==> src/rtl/ip_sdram_arbiter.sv <==
// Purpose : sole master of the SDRAM controller bus; arbitrates VDP (read) and CPU (read/write), injects refresh.
// Latency : grant -> bus_valid/x_ready next cycle; bus_rdata_en -> x_rdata_en next cycle.
// Backpres: bus_* held stable until bus_ready; one transaction outstanding, clients wait for x_ready.
//
// Ports:
//   clk, reset_n (sync, active low), sdram_init_busy
//   vdp_address/vdp_valid -> vdp_ready, vdp_rdata, vdp_rdata_en
//   cpu_address/cpu_valid/cpu_write/cpu_wdata -> cpu_ready, cpu_rdata, cpu_rdata_en
//   bus_address/bus_valid/bus_write/bus_refresh/bus_wdata <- bus_ready, bus_rdata, bus_rdata_en
module ip_sdram_arbiter #(
    parameter int REFRESH_INTERVAL = 1280,
    parameter int RD_TIMEOUT       = 32,
    parameter int CPU_MAX_WAIT     = 4
) (
    input  logic        clk,
    input  logic        reset_n,
    input  logic        sdram_init_busy,
    input  logic [22:0] vdp_address,
    input  logic        vdp_valid,
    output logic        vdp_ready,
    output logic [15:0] vdp_rdata,
    output logic        vdp_rdata_en,
    input  logic [22:0] cpu_address,
    input  logic        cpu_valid,
    input  logic        cpu_write,
    input  logic [7:0]  cpu_wdata,
    output logic        cpu_ready,
    output logic [15:0] cpu_rdata,
    output logic        cpu_rdata_en,
    output logic [22:0] bus_address,
    output logic        bus_valid,
    input  logic        bus_ready,
    output logic        bus_write,
    output logic        bus_refresh,
    output logic [7:0]  bus_wdata,
    input  logic [15:0] bus_rdata,
    input  logic        bus_rdata_en
);

    localparam int RC_W = $clog2(REFRESH_INTERVAL);
    localparam int TO_W = $clog2(RD_TIMEOUT + 1);
    localparam int WC_W = $clog2(CPU_MAX_WAIT + 1);

    typedef enum logic [1:0] {ST_INIT, ST_IDLE, ST_ISSUE, ST_RDWAIT} state_t;

    state_t          state_q, state_d;
    logic [RC_W-1:0] ref_cnt_q, ref_cnt_d;
    logic [1:0]      ref_pend_q, ref_pend_d;
    logic [WC_W-1:0] wait_cnt_q, wait_cnt_d;
    logic [TO_W-1:0] to_cnt_q, to_cnt_d;
    logic            owner_cpu_q, owner_cpu_d;
    logic [22:0]     bus_address_q, bus_address_d;
    logic            bus_valid_q, bus_valid_d;
    logic            bus_write_q, bus_write_d;
    logic            bus_refresh_q, bus_refresh_d;
    logic [7:0]      bus_wdata_q, bus_wdata_d;
    logic            vdp_ready_q, vdp_ready_d;
    logic            cpu_ready_q, cpu_ready_d;
    logic [15:0]     vdp_rdata_q, vdp_rdata_d;
    logic            vdp_rdata_en_q, vdp_rdata_en_d;
    logic [15:0]     cpu_rdata_q, cpu_rdata_d;
    logic            cpu_rdata_en_q, cpu_rdata_en_d;

    logic ref_tick;
    logic ref_acc;
    logic grant_ref;
    logic grant_vdp;
    logic grant_cpu;

    always_comb begin
        state_d        = state_q;
        ref_cnt_d      = ref_cnt_q;
        ref_pend_d     = ref_pend_q;
        wait_cnt_d     = wait_cnt_q;
        to_cnt_d       = to_cnt_q;
        owner_cpu_d    = owner_cpu_q;
        bus_address_d  = bus_address_q;
        bus_valid_d    = bus_valid_q;
        bus_write_d    = bus_write_q;
        bus_refresh_d  = bus_refresh_q;
        bus_wdata_d    = bus_wdata_q;
        vdp_ready_d    = 1'b0;
        cpu_ready_d    = 1'b0;
        vdp_rdata_d    = vdp_rdata_q;
        vdp_rdata_en_d = 1'b0;
        cpu_rdata_d    = cpu_rdata_q;
        cpu_rdata_en_d = 1'b0;
        grant_ref      = 1'b0;
        grant_vdp      = 1'b0;
        grant_cpu      = 1'b0;

        // Refresh timer is frozen while the controller is still initialising.
        ref_tick = (state_q != ST_INIT) && (ref_cnt_q == '0);
        ref_acc  = (state_q == ST_ISSUE) && bus_ready && bus_refresh_q;
        if (state_q != ST_INIT) begin
            ref_cnt_d = ref_tick ? RC_W'(REFRESH_INTERVAL - 1) : ref_cnt_q - 1'b1;
        end
        // A tick and an accept in the same cycle cancel out.
        if (ref_tick && !ref_acc && (ref_pend_q != 2'd3)) begin
            ref_pend_d = ref_pend_q + 2'd1;
        end else if (!ref_tick && ref_acc && (ref_pend_q != 2'd0)) begin
            ref_pend_d = ref_pend_q - 2'd1;
        end

        case (state_q)
            ST_INIT: begin
                if (!sdram_init_busy) begin
                    state_d = ST_IDLE;
                end
            end
            ST_IDLE: begin
                // Backlogged refresh first, then a starved CPU, then VDP, CPU, lone refresh.
                if (ref_pend_q >= 2'd2) begin
                    grant_ref = 1'b1;
                end else if (cpu_valid && (wait_cnt_q == WC_W'(CPU_MAX_WAIT))) begin
                    grant_cpu = 1'b1;
                end else if (vdp_valid) begin
                    grant_vdp = 1'b1;
                end else if (cpu_valid) begin
                    grant_cpu = 1'b1;
                end else if (ref_pend_q == 2'd1) begin
                    grant_ref = 1'b1;
                end

                if (grant_ref) begin
                    state_d       = ST_ISSUE;
                    bus_valid_d   = 1'b1;
                    bus_refresh_d = 1'b1;
                    bus_write_d   = 1'b0;
                    bus_address_d = '0;
                    bus_wdata_d   = '0;
                end else if (grant_vdp) begin
                    state_d       = ST_ISSUE;
                    bus_valid_d   = 1'b1;
                    bus_refresh_d = 1'b0;
                    bus_write_d   = 1'b0;
                    bus_address_d = vdp_address;
                    bus_wdata_d   = '0;
                    vdp_ready_d   = 1'b1;
                    owner_cpu_d   = 1'b0;
                    if (cpu_valid && (wait_cnt_q != WC_W'(CPU_MAX_WAIT))) begin
                        wait_cnt_d = wait_cnt_q + 1'b1;
                    end
                end else if (grant_cpu) begin
                    state_d       = ST_ISSUE;
                    bus_valid_d   = 1'b1;
                    bus_refresh_d = 1'b0;
                    bus_write_d   = cpu_write;
                    bus_address_d = cpu_address;
                    bus_wdata_d   = cpu_wdata;
                    cpu_ready_d   = 1'b1;
                    owner_cpu_d   = 1'b1;
                    wait_cnt_d    = '0;
                end
            end
            ST_ISSUE: begin
                if (bus_ready) begin
                    bus_valid_d   = 1'b0;
                    bus_write_d   = 1'b0;
                    bus_refresh_d = 1'b0;
                    to_cnt_d      = '0;
                    state_d       = (bus_write_q || bus_refresh_q) ? ST_IDLE : ST_RDWAIT;
                end
            end
            ST_RDWAIT: begin
                if (bus_rdata_en) begin
                    state_d = ST_IDLE;
                    if (owner_cpu_q) begin
                        cpu_rdata_d    = bus_rdata;
                        cpu_rdata_en_d = 1'b1;
                    end else begin
                        vdp_rdata_d    = bus_rdata;
                        vdp_rdata_en_d = 1'b1;
                    end
                end else if (to_cnt_q == TO_W'(RD_TIMEOUT - 1)) begin
                    // Controller never answered: complete with all-ones so the client does not hang.
                    state_d = ST_IDLE;
                    if (owner_cpu_q) begin
                        cpu_rdata_d    = 16'hFFFF;
                        cpu_rdata_en_d = 1'b1;
                    end else begin
                        vdp_rdata_d    = 16'hFFFF;
                        vdp_rdata_en_d = 1'b1;
                    end
                end else begin
                    to_cnt_d = to_cnt_q + 1'b1;
                end
            end
            default: state_d = ST_INIT;
        endcase
    end

    always_ff @(posedge clk) begin
        if (!reset_n) begin
            state_q        <= ST_INIT;
            ref_cnt_q      <= RC_W'(REFRESH_INTERVAL - 1);
            ref_pend_q     <= '0;
            wait_cnt_q     <= '0;
            to_cnt_q       <= '0;
            owner_cpu_q    <= 1'b0;
            bus_address_q  <= '0;
            bus_valid_q    <= 1'b0;
            bus_write_q    <= 1'b0;
            bus_refresh_q  <= 1'b0;
            bus_wdata_q    <= '0;
            vdp_ready_q    <= 1'b0;
            cpu_ready_q    <= 1'b0;
            vdp_rdata_q    <= '0;
            vdp_rdata_en_q <= 1'b0;
            cpu_rdata_q    <= '0;
            cpu_rdata_en_q <= 1'b0;
        end else begin
            state_q        <= state_d;
            ref_cnt_q      <= ref_cnt_d;
            ref_pend_q     <= ref_pend_d;
            wait_cnt_q     <= wait_cnt_d;
            to_cnt_q       <= to_cnt_d;
            owner_cpu_q    <= owner_cpu_d;
            bus_address_q  <= bus_address_d;
            bus_valid_q    <= bus_valid_d;
            bus_write_q    <= bus_write_d;
            bus_refresh_q  <= bus_refresh_d;
            bus_wdata_q    <= bus_wdata_d;
            vdp_ready_q    <= vdp_ready_d;
            cpu_ready_q    <= cpu_ready_d;
            vdp_rdata_q    <= vdp_rdata_d;
            vdp_rdata_en_q <= vdp_rdata_en_d;
            cpu_rdata_q    <= cpu_rdata_d;
            cpu_rdata_en_q <= cpu_rdata_en_d;
        end
    end

    assign vdp_ready    = vdp_ready_q;
    assign vdp_rdata    = vdp_rdata_q;
    assign vdp_rdata_en = vdp_rdata_en_q;
    assign cpu_ready    = cpu_ready_q;
    assign cpu_rdata    = cpu_rdata_q;
    assign cpu_rdata_en = cpu_rdata_en_q;
    assign bus_address  = bus_address_q;
    assign bus_valid    = bus_valid_q;
    assign bus_write    = bus_write_q;
    assign bus_refresh  = bus_refresh_q;
    assign bus_wdata    = bus_wdata_q;

endmodule

==> config.mk <==
export PLATFORM = sky130hd
export DESIGN_NAME = ip_sdram_arbiter
export DESIGN_NICKNAME = d
export VERILOG_FILES = /design/src/rtl/ip_sdram_arbiter.sv
export SDC_FILE = /design/constraint.sdc
export NUM_CORES = 1
export LEC_CHECK = 0
export CORE_ASPECT_RATIO = 0.6
export CORE_MARGIN = 4
export CORE_UTILIZATION = 51
export CTS_BUF_LIST = sky130_fd_sc_hd__clkbuf_4
export CTS_CLUSTER_SIZE = 8
export DETAILED_ROUTE_END_ITERATION = 16
export PLACE_DENSITY = 0.89
export SYNTH_ARGS = -nofsm -noshare
export SYNTH_HDL_FRONTEND = slang
export SYNTH_SLANG_ARGS = --single-unit
==> constraint.sdc <==
create_clock -name clk -period 5.2 [get_ports clk]
set_input_delay 0.52 -clock clk [delete_from_list [all_inputs] [get_ports clk]]
set_output_delay 0.52 -clock clk [all_outputs]
set_load 0.02 [all_outputs]
==> flow_summary_export.csv, run 1 <==
group,metric,value,unit
pwr,p_leak,2.29,nW
setup_path,crit_fanout,31,
global_route,use_met3,6.18,%
synth,netlist_instances,513,
cts,cts_setup_buffers,0,
floorplanning,die_w,129,µm
pwr,power.internal,1.15,mW
global_route,grt-busiest-layer,"met2",
setup_path,critPathKind,"reg2reg",
synth,ys_warn_count,0,
sta,fin_crit_sh,51.2,%
finish,num-nets-final,731,
global_route,grt_pass1_wl,20400,µm
setup_path,crit_path_end_kind,"flop",
cts,htree_levels,3,
floorplanning,start_util,52.3,%
pwr,combPwrFrac,25.1,%
global_route,antenna_found_initial,0,
pwr,p_switching,0.502,mW
synth,netlist_area,0.00446,mm²
sta,relSlewSlack,19.8,%
sta,finalClockSkew,0.0133,ns
cts,ctsHoldBuffers,0,
placed_design,dp_hpwl,9230,µm
placed_design,portBuffers,147,
synth,syn_nets,604,
setup_path,crit_required,5.59,ns
sta,fmax,376,MHz
setup_path,timing.rr.start,"ref_pend_q[1]",
finish,syn2layout_area_growth,36.4,%
detailed_routing,drc_errors,0,
setup_path,regToRegEndpoint,"bus_address[12]",
sta,maxSlewViolCount,0,
synth,synth-edff-count,0,
global_route,grt_usage,24.6,%
synth,syn_area_per_cell,8.69,µm²
global_route,grt_start_max_net_pins,60,
cts,cts_root_buf,"clkbuf_4",
hold_path,hold_end,"bus_address[14]",
synth,synth-seq-cells,95,
setup_path,reg2reg_slack,2.54,ns
hold_path,min_from,"bus_address[14]",
global_route,use_met1,31.5,%
cts,cts_resized,0,
placed_design,gp_congestion,0.824,
synth,async_flop_share,0,%
finish,layout-drive-gt1-share,5.12,%
finish,num-fill-cells,634,
detailed_routing,ant_nets,0,
detailed_routing,drt_iter0_drc,305,
sta,rsz0062_at_grt,"false",
floorplanning,die_area,0.0104,mm²
synth,synth-main-ff-cell,"dfxtp_1",
cts,cts_tree,"yes",
cts,clock_path_buffers,2,
pwr,swShare,30.3,%
setup_path,critPathLaunchType,"flop",
pwr,pwr-share-clk,26.4,%
synth,ys_types,53,
pwr,p_per_area,272,mW/mm²
synth,ys_seq_area_share,42.7,%
sta,fin_ws,2.54,ns
sta,worstMarginPinSlew,1.20,ns
floorplanning,io_pins,148,
flow_run,maxCapViolCount,0,
hold_path,min_path_type,"reg2reg",
detailed_routing,wl_per_cell,16.5,µm
global_route,grt_pass1_vias,4193,
setup_path,cp_cell_sequence,"inv_1, ha_1, or3_1, o21ai_2, nand2_1, a21oi_1",
sta,setup_tns,0,ns
status,outcome,"finished, final reports clean",
cts,clk_pin_slew_worst_paths,0.14,ns
setup_path,arrival,3.05,ns
sta,hold_violations,0,
finish,num_antenna_cells,0,
cts,clock_latency,0.46,ns
pwr,ir_worst_vdd,154,µV
sta,period_minus_slack,2.66,ns
setup_path,reg2regPathDepth,6,
finish,final_cell_mix,"clkdlybuf4s50_1 (146), dfxtp_1 (95), nand2_1 (85)",
floorplanning,chipHeight,80.4,µm
pwr,power_frac_seq,48.5,%
detailed_routing,route.vias.total,4213,
placed_design,dp_slack,2.20,ns
floorplanning,row_count,26,
finish,mostFrequentLayoutCell,"clkdlybuf4s50_1",
detailed_routing,routed_via_density,5.57,
detailed_routing,wl,12500,µm
cts,clock-sinks,95,
cts,numCtsBuffers,9,
setup_path,slowest_stage,"o21ai_2",
hold_path,hold_path_depth,2,
global_route,grtUsageMet2,40.7,%
global_route,overflow,0,
floorplanning,core_area,0.00852,mm²
sta,finalSetupViolCount,0,
setup_path,critPathMaxStageDelay,0.93,ns
detailed_routing,firstDrtPassIters,4,
==> area by class of cell <==
type | count | area, µm² | area share [%]
Clock buffer | 9 | 67.6 | 1.11
Timing Repair Buffer | 149 | 1480 | 24.4
Inverter | 15 | 56.3 | 0.926
Clock inverter | 6 | 86.3 | 1.42
Sequential cell | 95 | 1900 | 31.3
Multi-Input combinational cell | 370 | 2350 | 38.6
Tap cell | 112 | 140 | 2.30
==> Yosys cell counts (all sizes together), types with 2 or more instances <==
library cell / number / area share [%]
dfxtp: 95 / 43
nand2: 85 / 7.2
o21ai: 50 / 5.6
mux2i: 39 / 8.8
a21oi: 36 / 4.0
nand3: 28 / 3.1
a21o: 25 / 4.2
clkbuf: 22 / 1.9
nor2: 17 / 1.4
inv: 15 / 1.3
ha: 13 / 3.6
buf: 11 / 1.7
a22oi: 8 / 1.3
nor3: 6 / 0.93
xor2: 6 / 1.2
a211oi: 5 / 1.1
nand2b: 5 / 0.70
xnor2: 5 / 0.98
a31oi: 4 / 0.56
nand4: 4 / 0.56
nor2b: 4 / 0.56
or3: 4 / 0.56
nor3b: 3 / 0.87
nor4b: 3 / 1.1
nor4: 2 / 0.62
o21a: 2 / 0.34
or3b: 2 / 0.39
or4: 2 / 0.42
==> flip-flops by register name, indices dropped and copies added (netlist names), 2 cells and up <==
| name | count |
|---|---|
| state_q | 2 |
| bus_wdata | 8 |
| ref_cnt_q | 11 |
| cpu_rdata | 16 |
| ref_pend_q | 2 |
| bus_address | 23 |
| to_cnt_q | 6 |
| wait_cnt_q | 3 |
| vdp_rdata | 16 |
==> worst max-delay path by stage <==
stage | depth (start not counted) | slack [ns] | endpoint | start
6_report | 6 | 2.54 | bus_address[12] | ref_pend_q[1]
3_5_place_dp | 5 | 2.20 | bus_wdata[2] | cpu_valid
5_1_grt | 6 | 2.30 | bus_address[2] | ref_pend_q[1]
2_1_floorplan | 7 | 3.29 | ref_cnt_q[7] | state_q[0]
3_3_place_gp | 5 | 2.37 | bus_wdata[0] | cpu_valid
4_1_cts | 6 | 2.57 | bus_address[20] | ref_pend_q[1]
==> critical path, delay by kind of cell (launching register included) <==
family / cells / cell delay, ns
AOI/OAI and AO/OA: 2 / 1.12
adders and majority gates: 1 / 0.24
buffers and inverters: 1 / 0.15
DFF: 1 / 0.59
and+or+nand+nor: 2 / 0.50
==> layer usage <==
metal / up-vias / part of all wire (%)
met5: - / 0
met3: 20 / 5.6
li1: 2037 / -
met1: 2028 / 44
met2: 128 / 49
met4: 0 / 1.6
==> power by group through the flow <==
stage          Clock (mW)  Combinational [mW]  Sequential (mW)
2_1_floorplan           0               0.197            0.856
3_3_place_gp            0               0.399            0.816
3_5_place_dp            0               0.412            0.818
4_1_cts             0.443               0.416            0.802
5_1_grt             0.477               0.452            0.808
6_report            0.437               0.416            0.803
==> cells by family after synthesis <==
family          synth area share, %
fa+ha+maj                      3.65
simple gates                   19.5
buf+inv                        4.80
compound gates                 18.3
xor+xnor                       2.16
flops                          42.7
mux                            9.01
==> stage by stage <==
| stage | power [mW] | hold slack [ns] | cells | area, µm² | utilization (%) |
|---|---|---|---|---|---|
| 3_3_place_gp | 1.21 | 0.438 | 741 | 5930 | 69.5 |
| 2_1_floorplan | 1.05 | 0.439 | 513 | 4460 | - |
| 5_1_grt | 1.74 | 0.477 | 756 | 6080 | 71.3 |
| 6_report | 1.66 | 0.460 | 756 | 6080 | 71.3 |
| 4_1_cts | 1.66 | 0.462 | 756 | 6080 | 71.3 |
| 3_5_place_dp | 1.23 | 0.444 | 741 | 5930 | 69.5 |
(Power assumes the default switching activity.)
==> inputs of run 2 (changes only) <==
- CORE_UTILIZATION: 51 -> 43
- PLACE_DENSITY: 0.89 -> 0.8
- clock period: 5.2 -> 2.3 ns (I/O delays scaled with it)
==> run 2 against run 1 <==
Cell area is 1.7% higher. Clock power is 130% higher. Clock-buffer cell count stayed put. Sequential share of layout area is 0.53 points lower. Via count is 0.43% lower. First-iteration DRC count is 30% lower. Routed wire length is 1.4% lower. Register-to-register slack worse by 2.3 ns. Critical path depth stayed put. Combinational power is 130% higher. Global-route usage is 4.2 points lower. Critical endpoint is now ref_cnt_q[7]. Largest cell class unchanged. Largest power group unchanged.
==> flow_summary_export.csv, run 2 (same netlist as run 1, synthesis figures left out) <==
group,metric,value,unit
setup_path,endpoint,"ref_cnt_q[7]",
sta,period_minus_slack,2.05,ns
setup_path,crit_fanout,7,
sta,relSlewSlack,31.5,%
sta,maxSlewViolCount,0,
global_route,antenna_found_initial,0,
detailed_routing,ant_nets,0,
placed_design,dp_slack,0.187,ns
pwr,pwr-share-clk,26.6,%
pwr,p_per_area,611,mW/mm²
global_route,grt_usage,20.3,%
global_route,grt_pass1_vias,4078,
detailed_routing,route.vias.total,4195,
finish,stdcell_count,788,
cts,cts_root_buf,"clkbuf_4",
finish,largest_reg_flops,23,
setup_path,timing.rr.start,"state_q[0]",
floorplanning,start_util,44.6,%
sta,rsz0062_at_grt,"false",
finish,mostFrequentLayoutCell,"clkdlybuf4s50_1",
cts,cts_resized,0,
finish,utilization,61.9,%
sta,fin_ws,0.252,ns
pwr,p_switching,1.14,mW
floorplanning,die_w,139,µm
sta,fin_crit_sh,89.0,%
setup_path,reg2regPathDepth,6,
pwr,power_frac_seq,48.1,%
detailed_routing,wl_per_cell,15.6,µm
finish,num-nets-final,739,
hold_path,min_path_type,"in2reg",
sta,setup_tns,0,ns
sta,hold_violations,0,
floorplanning,row_count,28,
cts,clock_path_buffers,2,
setup_path,startpoint,"state_q[0]",
floorplanning,die_area,0.0121,mm²
cts,clk_pin_slew_worst_paths,0.14,ns
global_route,grt_pass1_wl,20300,µm
global_route,overflow,0,
pwr,combPwrFrac,25.3,%
detailed_routing,wl,12300,µm
detailed_routing,firstDrtPassIters,5,
cts,clock-sinks,95,
finish,num_antenna_cells,0,
detailed_routing,routed_via_density,5.32,
status,outcome,"finished, final reports clean",
cts,htree_levels,3,
pwr,total_power,3.78,mW
pwr,power.internal,2.64,mW
placed_design,dpl_cell_area,0.00603,mm²
setup_path,critPathLaunchType,"flop",
setup_path,arrival,2.40,ns
finish,final_cell_mix,"clkdlybuf4s50_1 (146), dfxtp_1 (95), nand2_1 (85)",
floorplanning,chipHeight,86.9,µm
finish,num-fill-cells,865,
finish,layout-drive-gt1-share,6.28,%
placed_design,dp_hpwl,8970,µm
sta,holdWs,0.0766,ns
floorplanning,io_pins,148,
cts,cts_setup_buffers,0,
flow_run,maxCapViolCount,0,
finish,syn2layout_area_growth,38.7,%
setup_path,reg2reg_slack,0.25,ns
sta,worstMarginPinSlew,1.03,ns
pwr,ir_worst_vdd,400,µV
floorplanning,core_area,0.00998,mm²
global_route,grt_start_max_net_pins,49,
sta,finalSetupViolCount,0,
setup_path,crit_required,2.65,ns
cts,clock_latency,0.45,ns
cts,cts_tree,"yes",
placed_design,gp_congestion,0.790,
detailed_routing,drt_iter0_drc,212,
cts,numCtsBuffers,9,
placed_design,portBuffers,147,
finish,fin_area,0.00618,mm²
sta,finalClockSkew,0.0181,ns
pwr,p_leak,2.34,nW
pwr,swShare,30.2,%
setup_path,crit_path_end_kind,"flop",
cts,ctsHoldBuffers,0,
sta,fmax,488,MHz
detailed_routing,drc_errors,0,
setup_path,critPathKind,"reg2reg",
setup_path,regToRegEndpoint,"ref_cnt_q[7]",
placed_design,dp_cells,772,
[run 2: changes by cell type in the layout (fill, tap and decap cells not counted), sizes merged]
cell / change
buf: +8
clkinv: +1
clkinvlp: -1
inv: +1
[run 2: cell type report]
cell class	instances	area [µm²]	area share (%)
clock inverter	7	86.3	1.40
clock buffer	9	67.6	1.09
tap	135	169	2.73
inverter	15	56.3	0.910
multi-input combinational	370	2350	38.0
timing repair buffer	157	1550	25.1
sequential	95	1900	30.8
[run 2: worst min-delay path by stage]
stage / start / end / slack (ns) / cells after the start
final: reset_n / ref_cnt_q[1] / 0.08 / 2
after global routing: reset_n / ref_cnt_q[1] / 0.04 / 2
after CTS: reset_n / ref_cnt_q[1] / 0.05 / 2
after detailed placement: bus_address[13] / bus_address[13] / 0.45 / 2
after global placement: bus_address[11] / bus_address[11] / 0.44 / 2
after floorplan: vdp_valid / cpu_ready / 0.33 / 1
[run 2: layer usage]
layer	track usage, %	vias up	wire [µm]
li1	-	2056	-
met1	25.9	1982	5510
met2	32.5	142	5560
met3	8.06	15	1090
met4	5.33	0	132
met5	0	-	0
[run 2: power groups by stage]
stage          registers [mW]  logic (mW)  clock network (mW)
6_report                 1.82       0.954                1.01
5_1_grt                  1.83        1.04                1.10
4_1_cts                  1.82       0.953                1.02
3_5_place_dp             1.85       0.949                   0
3_3_place_gp             1.85       0.928                   0
2_1_floorplan            1.93       0.446                   0
[run 2: critical path, cell delays in order, from the launching register on]
cell and delay, ns:
dfxtp_1 0.41, inv_1 0.09, ha_1 0.30, or4_4 0.62, nor4b_2 0.30, xnor2_1 0.15, nand2_1 0.07
